**src/rtl/time_set_controller.sv**
```systemverilog
// time_set_controller: synchronizes and debounces the mode/inc/dec buttons and steps RUN -> SET_HOUR -> SET_MIN -> SET_SEC.
// Define AUTO_REPEAT_EN to build the held-button auto-repeat of up/down pulses.
module time_set_controller #(
  parameter int unsigned DEBOUNCE_CYCLES = 16,
  parameter int unsigned REPEAT_DELAY    = 64,
  parameter int unsigned REPEAT_PERIOD   = 16,
  parameter int unsigned TIMEOUT_TICKS   = 10
) (
  input  logic       clk,
  input  logic       rst_n,
  input  logic       btn_mode,
  input  logic       btn_inc,
  input  logic       btn_dec,
  input  logic       tick,
  output logic       set_hour,
  output logic       set_min,
  output logic       set_sec,
  output logic       up,
  output logic       down,
  output logic [1:0] mode
);

  localparam int unsigned NB     = 3;
  localparam int unsigned B_MODE = 0;
  localparam int unsigned B_INC  = 1;
  localparam int unsigned B_DEC  = 2;
  localparam int unsigned DB_W   = $clog2(DEBOUNCE_CYCLES + 1);
  localparam int unsigned TO_W   = $clog2(TIMEOUT_TICKS + 1);

  // Zero-length timers would never fire.
  if (DEBOUNCE_CYCLES == 0 || REPEAT_DELAY == 0 || REPEAT_PERIOD == 0 || TIMEOUT_TICKS == 0) begin : g_param_check
    $error("time_set_controller: timing parameters must be nonzero");
  end

  typedef enum logic [1:0] {
    S_RUN      = 2'd0,
    S_SET_HOUR = 2'd1,
    S_SET_MIN  = 2'd2,
    S_SET_SEC  = 2'd3
  } state_t;

  logic [NB-1:0]            w_btn_raw;
  logic [NB-1:0]            r_sync1, r_sync2, r_db, r_db_d, r_press;
  logic [NB-1:0][DB_W-1:0]  r_db_cnt;

  state_t                   r_state, w_state_nxt;
  logic                     r_up, r_down, r_set_hour, r_set_min, r_set_sec;
  logic                     w_up_nxt, w_down_nxt;
  logic [TO_W-1:0]          r_to_cnt, w_to_nxt;
  logic                     w_set, w_rep, w_rep_dec;
  logic                     w_inc_ev, w_dec_ev, w_any_ev;

  assign w_btn_raw = {btn_dec, btn_inc, btn_mode};

  // Press pulse is registered off the debounced edge: raw rise + 2 sync + DEBOUNCE_CYCLES + 1.
  always_ff @(posedge clk or negedge rst_n) begin
    if (!rst_n) begin
      r_sync1  <= '0;
      r_sync2  <= '0;
      r_db     <= '0;
      r_db_d   <= '0;
      r_press  <= '0;
      r_db_cnt <= '0;
    end else begin
      r_sync1 <= w_btn_raw;
      r_sync2 <= r_sync1;
      r_db_d  <= r_db;
      r_press <= r_db & ~r_db_d;
      for (int unsigned i = 0; i < NB; i++) begin
        if (r_sync2[i] == r_db[i]) begin
          r_db_cnt[i] <= '0;
        end else if (r_db_cnt[i] == DB_W'(DEBOUNCE_CYCLES - 1)) begin
          r_db[i]     <= r_sync2[i];
          r_db_cnt[i] <= '0;
        end else begin
          r_db_cnt[i] <= r_db_cnt[i] + DB_W'(1);
        end
      end
    end
  end

  assign w_set    = (r_state != S_RUN);
  assign w_inc_ev = w_set && !r_press[B_MODE] && (r_press[B_INC] || (w_rep && !w_rep_dec));
  assign w_dec_ev = w_set && !r_press[B_MODE] && (r_press[B_DEC] || (w_rep && w_rep_dec));
  assign w_any_ev = (|r_press) || w_rep;

`ifdef AUTO_REPEAT_EN
  localparam int unsigned RP_MAX = (REPEAT_DELAY > REPEAT_PERIOD) ? REPEAT_DELAY : REPEAT_PERIOD;
  localparam int unsigned RP_W   = $clog2(RP_MAX + 1);

  logic            r_rep_act, r_rep_dir_dec, r_rep_periodic;
  logic [RP_W-1:0] r_rep_cnt;
  logic            w_hold;

  // Repeat only continues while its own button is the sole one held.
  assign w_hold    = r_rep_dir_dec ? (w_set && r_db[B_DEC] && !r_db[B_INC])
                                   : (w_set && r_db[B_INC] && !r_db[B_DEC]);
  assign w_rep     = r_rep_act && w_hold && !r_press[B_MODE] &&
                     (r_rep_cnt == (r_rep_periodic ? RP_W'(REPEAT_PERIOD) : RP_W'(REPEAT_DELAY)));
  assign w_rep_dec = r_rep_dir_dec;

  always_ff @(posedge clk or negedge rst_n) begin
    if (!rst_n) begin
      r_rep_act      <= 1'b0;
      r_rep_dir_dec  <= 1'b0;
      r_rep_periodic <= 1'b0;
      r_rep_cnt      <= '0;
    end else if (w_state_nxt != r_state || r_press[B_MODE]) begin
      r_rep_act <= 1'b0;
      r_rep_cnt <= '0;
    end else if (w_set && r_press[B_INC] && !r_press[B_DEC]) begin
      r_rep_act      <= 1'b1;
      r_rep_dir_dec  <= 1'b0;
      r_rep_periodic <= 1'b0;
      r_rep_cnt      <= RP_W'(1);
    end else if (w_set && r_press[B_DEC] && !r_press[B_INC]) begin
      r_rep_act      <= 1'b1;
      r_rep_dir_dec  <= 1'b1;
      r_rep_periodic <= 1'b0;
      r_rep_cnt      <= RP_W'(1);
    end else if (r_rep_act) begin
      if (!w_hold) begin
        r_rep_act <= 1'b0;
        r_rep_cnt <= '0;
      end else if (w_rep) begin
        r_rep_periodic <= 1'b1;
        r_rep_cnt      <= RP_W'(1);
      end else if (r_rep_cnt != '1) begin
        r_rep_cnt <= r_rep_cnt + RP_W'(1);
      end
    end
  end
`else
  assign w_rep     = 1'b0;
  assign w_rep_dec = 1'b0;
`endif

  always_comb begin
    w_state_nxt = r_state;
    w_to_nxt    = r_to_cnt;
    w_up_nxt    = w_inc_ev && !w_dec_ev;
    w_down_nxt  = w_dec_ev && !w_inc_ev;

    if (r_press[B_MODE]) begin
      unique case (r_state)
        S_RUN:      w_state_nxt = S_SET_HOUR;
        S_SET_HOUR: w_state_nxt = S_SET_MIN;
        S_SET_MIN:  w_state_nxt = S_SET_SEC;
        S_SET_SEC:  w_state_nxt = S_RUN;
      endcase
    end else if (w_set && !w_any_ev && tick && (r_to_cnt >= TO_W'(TIMEOUT_TICKS - 1))) begin
      w_state_nxt = S_RUN;
    end

    if (!w_set || w_any_ev || (w_state_nxt != r_state)) begin
      w_to_nxt = '0;
    end else if (tick && (r_to_cnt != TO_W'(TIMEOUT_TICKS))) begin
      w_to_nxt = r_to_cnt + TO_W'(1);
    end
  end

  always_ff @(posedge clk or negedge rst_n) begin
    if (!rst_n) begin
      r_state    <= S_RUN;
      r_to_cnt   <= '0;
      r_up       <= 1'b0;
      r_down     <= 1'b0;
      r_set_hour <= 1'b0;
      r_set_min  <= 1'b0;
      r_set_sec  <= 1'b0;
    end else begin
      r_state    <= w_state_nxt;
      r_to_cnt   <= w_to_nxt;
      r_up       <= w_up_nxt;
      r_down     <= w_down_nxt;
      r_set_hour <= (w_state_nxt == S_SET_HOUR);
      r_set_min  <= (w_state_nxt == S_SET_MIN);
      r_set_sec  <= (w_state_nxt == S_SET_SEC);
    end
  end

  assign mode     = r_state;
  assign set_hour = r_set_hour;
  assign set_min  = r_set_min;
  assign set_sec  = r_set_sec;
  assign up       = r_up;
  assign down     = r_down;

endmodule

```
**config.mk**
```make
export PLATFORM = sky130hd
export DESIGN_NAME = time_set_controller
export DESIGN_NICKNAME = d
export VERILOG_FILES = /design/src/rtl/time_set_controller.sv
export SDC_FILE = /design/constraint.sdc
export NUM_CORES = 1
export LEC_CHECK = 0
export BUFFER_PORTS_ARGS = -buffer_cell sky130_fd_sc_hd__buf_2
export CORE_MARGIN = 5
export CORE_UTILIZATION = 35
export CTS_BUF_LIST = sky130_fd_sc_hd__clkbuf_16
export CTS_CLUSTER_SIZE = 28
export DETAILED_ROUTE_END_ITERATION = 12
export SETUP_SLACK_MARGIN = 0.2
export SYNTH_ARGS = -nofsm -noshare
export SYNTH_HDL_FRONTEND = slang
export SYNTH_SLANG_ARGS = --single-unit
export TNS_END_PERCENT = 1
```
**constraint.sdc**
```tcl
create_clock -name clk -period 1.95 [get_ports clk]
set_input_delay 0.195 -clock clk [delete_from_list [all_inputs] [get_ports clk]]
set_output_delay 0.195 -clock clk [all_outputs]
set_load 0.1 [all_outputs]
```
# Word level (Yosys, flattened, before mapping)

Index checks and enable logic that the tools add are counted.

Register bits: 41
Input bits: 6
Output and inout port bits: 7
Logic and storage cells: 75

Add/subtract/negate cells: 4
Magnitude comparators: 1
Equal/unequal tests: 14
Muxes and demuxes: 11
Bitwise operators: 5
Reductions and logical operators: 23

Operator list:

| cell                  | number |
|---|---|
| $mux W5               | 6 |
| $add A5 B1 Y5 const B | 3 |
| $eq A5 B4 Y1 const B  | 3 |
| $logic_and A1 B1 Y1   | 9 |
| $eq A2 B2 Y1 const B  | 4 |
| $mux W4               | 2 |
| $pmux W2 S4           | 1 |
| $reduce_and A2 Y1     | 3 |
| $logic_not A1 Y1      | 5 |
| $add A4 B1 Y4 const B | 1 |
| $eq A2 B1 Y1 const B  | 2 |
| $ge A4 B4 Y1 const B  | 1 |
| $mux W2               | 2 |
| $ne A4 B4 Y1 const B  | 1 |
| $reduce_bool A2 Y1    | 2 |
| $and A3 B3 Y3         | 1 |
| $eq A1 B1 Y1          | 3 |
| $not A1 Y1            | 3 |
| $not A3 Y3            | 1 |
| $reduce_or A3 Y1      | 1 |
| $logic_not A2 Y1      | 1 |
| $logic_or A1 B1 Y1    | 2 |
| $ne A2 B2 Y1          | 1 |

# Logic depth before layout (Yosys ltp)

Depth in word-level cells: 10
Gate-level depth with buffers: 5
Gate-level depth less buffers: 5

# Least setup slack after synthesis

OpenSTA, ideal clock, no wires.

Path type: flip-flop to flip-flop
Start: register r_state[0] (netlist: mode[0])
End: register r_state[1] (netlist: mode[1])
Arrival time: 2.058 ns
Slack: -0.239 ns
Stages on the path, launching flop included: 6
Cells stage by stage: dfrtp_1 -> inv_1 -> ha_1 -> nor4_4 -> nor4b_4 -> nor2_1

Word-level cells in the longest chain between the ends: 6

Ends and longest elaborated chain:

| item                             | RTL line | RTL |
|---|---|---|
| start, declared                  | 46       | `state_t r_state, w_state_nxt;` |
| start signal, assigned           | 172      | `r_state <= w_state_nxt;` |
| $reduce_bool A2 Y1               | 82       | `assign w_set = (r_state != S_RUN);` |
| $logic_and A1 B1 Y1 (3 in a row) | 151      | `end else if (w_set && !w_any_ev && tick && (r_to_cnt >= TO_W'(TIMEOUT_TICKS - 1))) begin` |
| $mux W2                          | 151      |  |
| $mux W2 (*)                      | 144      | `if (r_press[B_MODE]) begin` |
| net w_state_nxt[1]               | 46       |  |

Mark *: on every way through the listed nets, which the timed path passes. The rest lies on a longest branch.
A chain may end at the register's enable or synchronous reset.

# Worst setup path in the final report

Start: register r_to_cnt[0]
End: register r_to_cnt[3]

Word-level cells in the longest chain between the ends: 7

Ends and longest elaborated chain:

| item                                          | RTL line | RTL |
|---|---|---|
| start, declared                               | 49       | `logic [TO_W-1:0] r_to_cnt, w_to_nxt;` |
| start signal, assigned                        | 173      | `r_to_cnt <= w_to_nxt;` |
| $ge A4 B4 Y1                                  | 151      |  |
| $logic_and A1 B1 Y1                           | 151      |  |
| $mux W2                                       | 151      |  |
| $mux W2                                       | 144      |  |
| $ne A2 B2 Y1                                  | 155      | `if (!w_set \|\| w_any_ev \|\| (w_state_nxt != r_state)) begin` |
| $logic_or A1 B1 Y1                            | 155      |  |
| $mux W4 or $reduce_bool A2 Y1 (tied branches) | -        |  |

Several ways; a longest one is shown, not always the timed one. The select of a mux whose other input is x is not followed.

==> results.toml <==
[grt]
antenna_found_initial = 0
grt_pass1_vias = 1083
overflow = 0
grt_first_pass_wirelength_mm = 4.64
grt_max_degree = 22
track_usage_pct = 9.64

[timing]
fin_skew_ns = 0.00712
period_share_pct = 82.7
fmax_mhz = 620
slew_viol_final = 0
worst_slew_pin_slew_ns = 0.513
setup_ws_ns = 0.338
slew_headroom_pct = 65.8
hold_viol_final = 0
fin_tns_setup_ns = 0
layout_min_cycle_time_ns = 1.61
rsz0062_at_grt = "no"
setup_viol = 0

[synth]
ys.flop_type = "dfrtp_1"
yosysMostFrequentCell = "dfrtp_1"
synth_commonest_cells = "dfrtp_1, nor2_1, xor2_1"
syn_avg_cell_area_um2 = 12.5
synth_edf_count = 0
synth.ff_latch_count = 41
synth_fp_nets = 151
synth.distinct_cells = 28
yosysWarnings = 0
yosys-top-cells-area = "dfrtp_1, ha_1, xor2_1, nor2_1, nand3_1"
ys_seq_area_share_pct = 60.4
ys_async_sr_fraction_pct = 100
synthCells = 136
synth.cell_area_um2 = 1700
synth_top_area_share_pct = 60.4
synth_top_cell_by_area = "dfrtp_1"

[critical_path]
crit_fanout = 6
endpoint_kind = "flip-flop"
critical_path_class = "reg -> reg"
cp-start-kind = "flip-flop"
rr_endpoint = "r_to_cnt[3]"
ff2ff_path_depth = 5
r2r_setup_slack_ns = 0.34
crit_arrival_ns = 1.75
worstPathRequired_ns = 2.09
cp-endpoint = "r_to_cnt[3]"
startpoint = "r_to_cnt[0]"
worstReg2RegStart = "r_to_cnt[0]"

[clock_tree]
cts_tree = "yes"
cts_buffers = 5
clk_pin_slew_worst_paths_ns = 0.05
clk_path_buf_depth = 2
cts_sinks = 41
clk_latency_ns = 0.28
htree_levels = 2
cts_root_buffer = "clkbuf_16"

[placed_design]
portBuffers = 12
dp.cells = 215
gp_congestion = 0.759
dp_slack_ns = 0.339
dpl.hpwl_mm = 1.86

[route]
drt_iter0_drc = 66
viasPerCell = 4.60
drt-wirelength-per-cell_um = 11.4
met3WireLength_um = 123
drtPass1Iterations = 2
drt-total-wl_mm = 2.56
drcViolationCount = 0
top_layer_used = "met4"
ant_nets = 0
num_vias = 1031
wl_met2_mm = 1.25
wl_met1_mm = 1.14

[power]
power.static_leakage_uw = 0.00102
power_density_nw_per_um2 = 1310
total_power_uw = 2620
vdd_drop_max_mv = 0.747

[final_layout]
drive_gt1_share_pct = 19.7
diodes = 0
final_util_pct = 42.4
area_growth_pct = 17.8
final_cells = 224
final_nets = 171

[floorplan]
coreArea_um2 = 4720
start_util_pct = 35.9
die_w_um = 79.7
fp.dieH_um = 79.7
pin_count = 13
num_rows = 25
die-area_um2 = 6340

[min_path]
hold_path.class = "in -> reg"

[run_status]
outcome = "finished, final reports clean"

[job]
drv_cap = 0
==> through the flow <==
step,instance area (um2),hold WS (ns)
after CTS,2000,0.0125
after global routing,2000,0.00578
final,2000,0.0219
after global placement,1850,0.165
after floorplan,1710,-0.101
after detailed placement,1850,0.173
==> power breakdown <==
group	leakage [uW]	internal, uW	switching [uW]
clock network	0.0000748	463	293
logic	0.000402	225	590
registers	0.000538	959	85.4
==> worst min path at each step <==
stage                   from    endpoint  slack, ns  cells past startpoint
detailed placement     rst_n     mode[0]       0.17                      1
finish              btn_mode  r_sync1[0]       0.02                      1
floorplan              rst_n        down      -0.10                      0
global route        btn_mode  r_sync1[0]      0.006                      1
CTS                 btn_mode  r_sync1[0]       0.01                      1
global placement       rst_n    set_hour       0.16                      1
==> worst max-delay path, stage by stage, from the launching register on <==
cell and delay [ns]:
dfrtp_1 0.43, inv_1 0.10, ha_1 0.19, nor3b_2 0.17, o41ai_2 0.46, nor2_1 0.11
==> repair_timing <==
item,in CTS,in global routing
resized for setup,0,0
setup buffers,0,0
endpoints found under the hold margin,20,0
hold buffers,1,0
==> cell families after synthesis <==
| family | synth area share (%) |
|---|---|
| compound gates | 5.38 |
| mux | 2.58 |
| buf+inv | 1.99 |
| xor+xnor | 5.16 |
| flops | 60.4 |
| fa+ha+maj | 6.63 |
| simple gates | 17.8 |
==> registers in the layout (all words and copies together), names as in the netlist, 2 cells and up <==
| signal | count |
|---|---|
| r_db_d | 3 |
| r_sync1 | 3 |
| r_db | 3 |
| r_db_cnt | 15 |
| r_sync2 | 3 |
| mode | 2 |
| r_to_cnt | 4 |
| r_press | 3 |
==> final cells by class <==
type	instances	area, um2
multi-input combinational	87	641
clock inverter	3	13.8
clock buffer	5	125
timing repair buffer	14	77.6
sequential	41	1030
fill	430	2720
tap	67	83.8
inverter	7	26.3
==> cells in the final DEF (no fill, tap or decap), types with 2 or more instances in the layout <==
cell type / instances
dfrtp_4: 2
mux2_2: 3
nor4b_1: 2
nand3_1: 7
and2_1: 4
buf_2: 12
ha_1: 8
a21oi_1: 5
inv_1: 8
o21ai_0: 5
nand2_1: 3
clkbuf_16: 5
and3_1: 3
or3_1: 3
clkinv_2: 2
dfrtp_1: 39
nand3b_1: 2
nor2b_1: 3
nor2_1: 17
xor2_1: 10
==> per-layer routing <==
layer,global-route usage (%),vias up
li1,-,504
met1,10.7,505
met2,15.5,17
met3,3.27,5
met4,6.53,0
met5,0,-
Power figures use the tool's default switching activity.
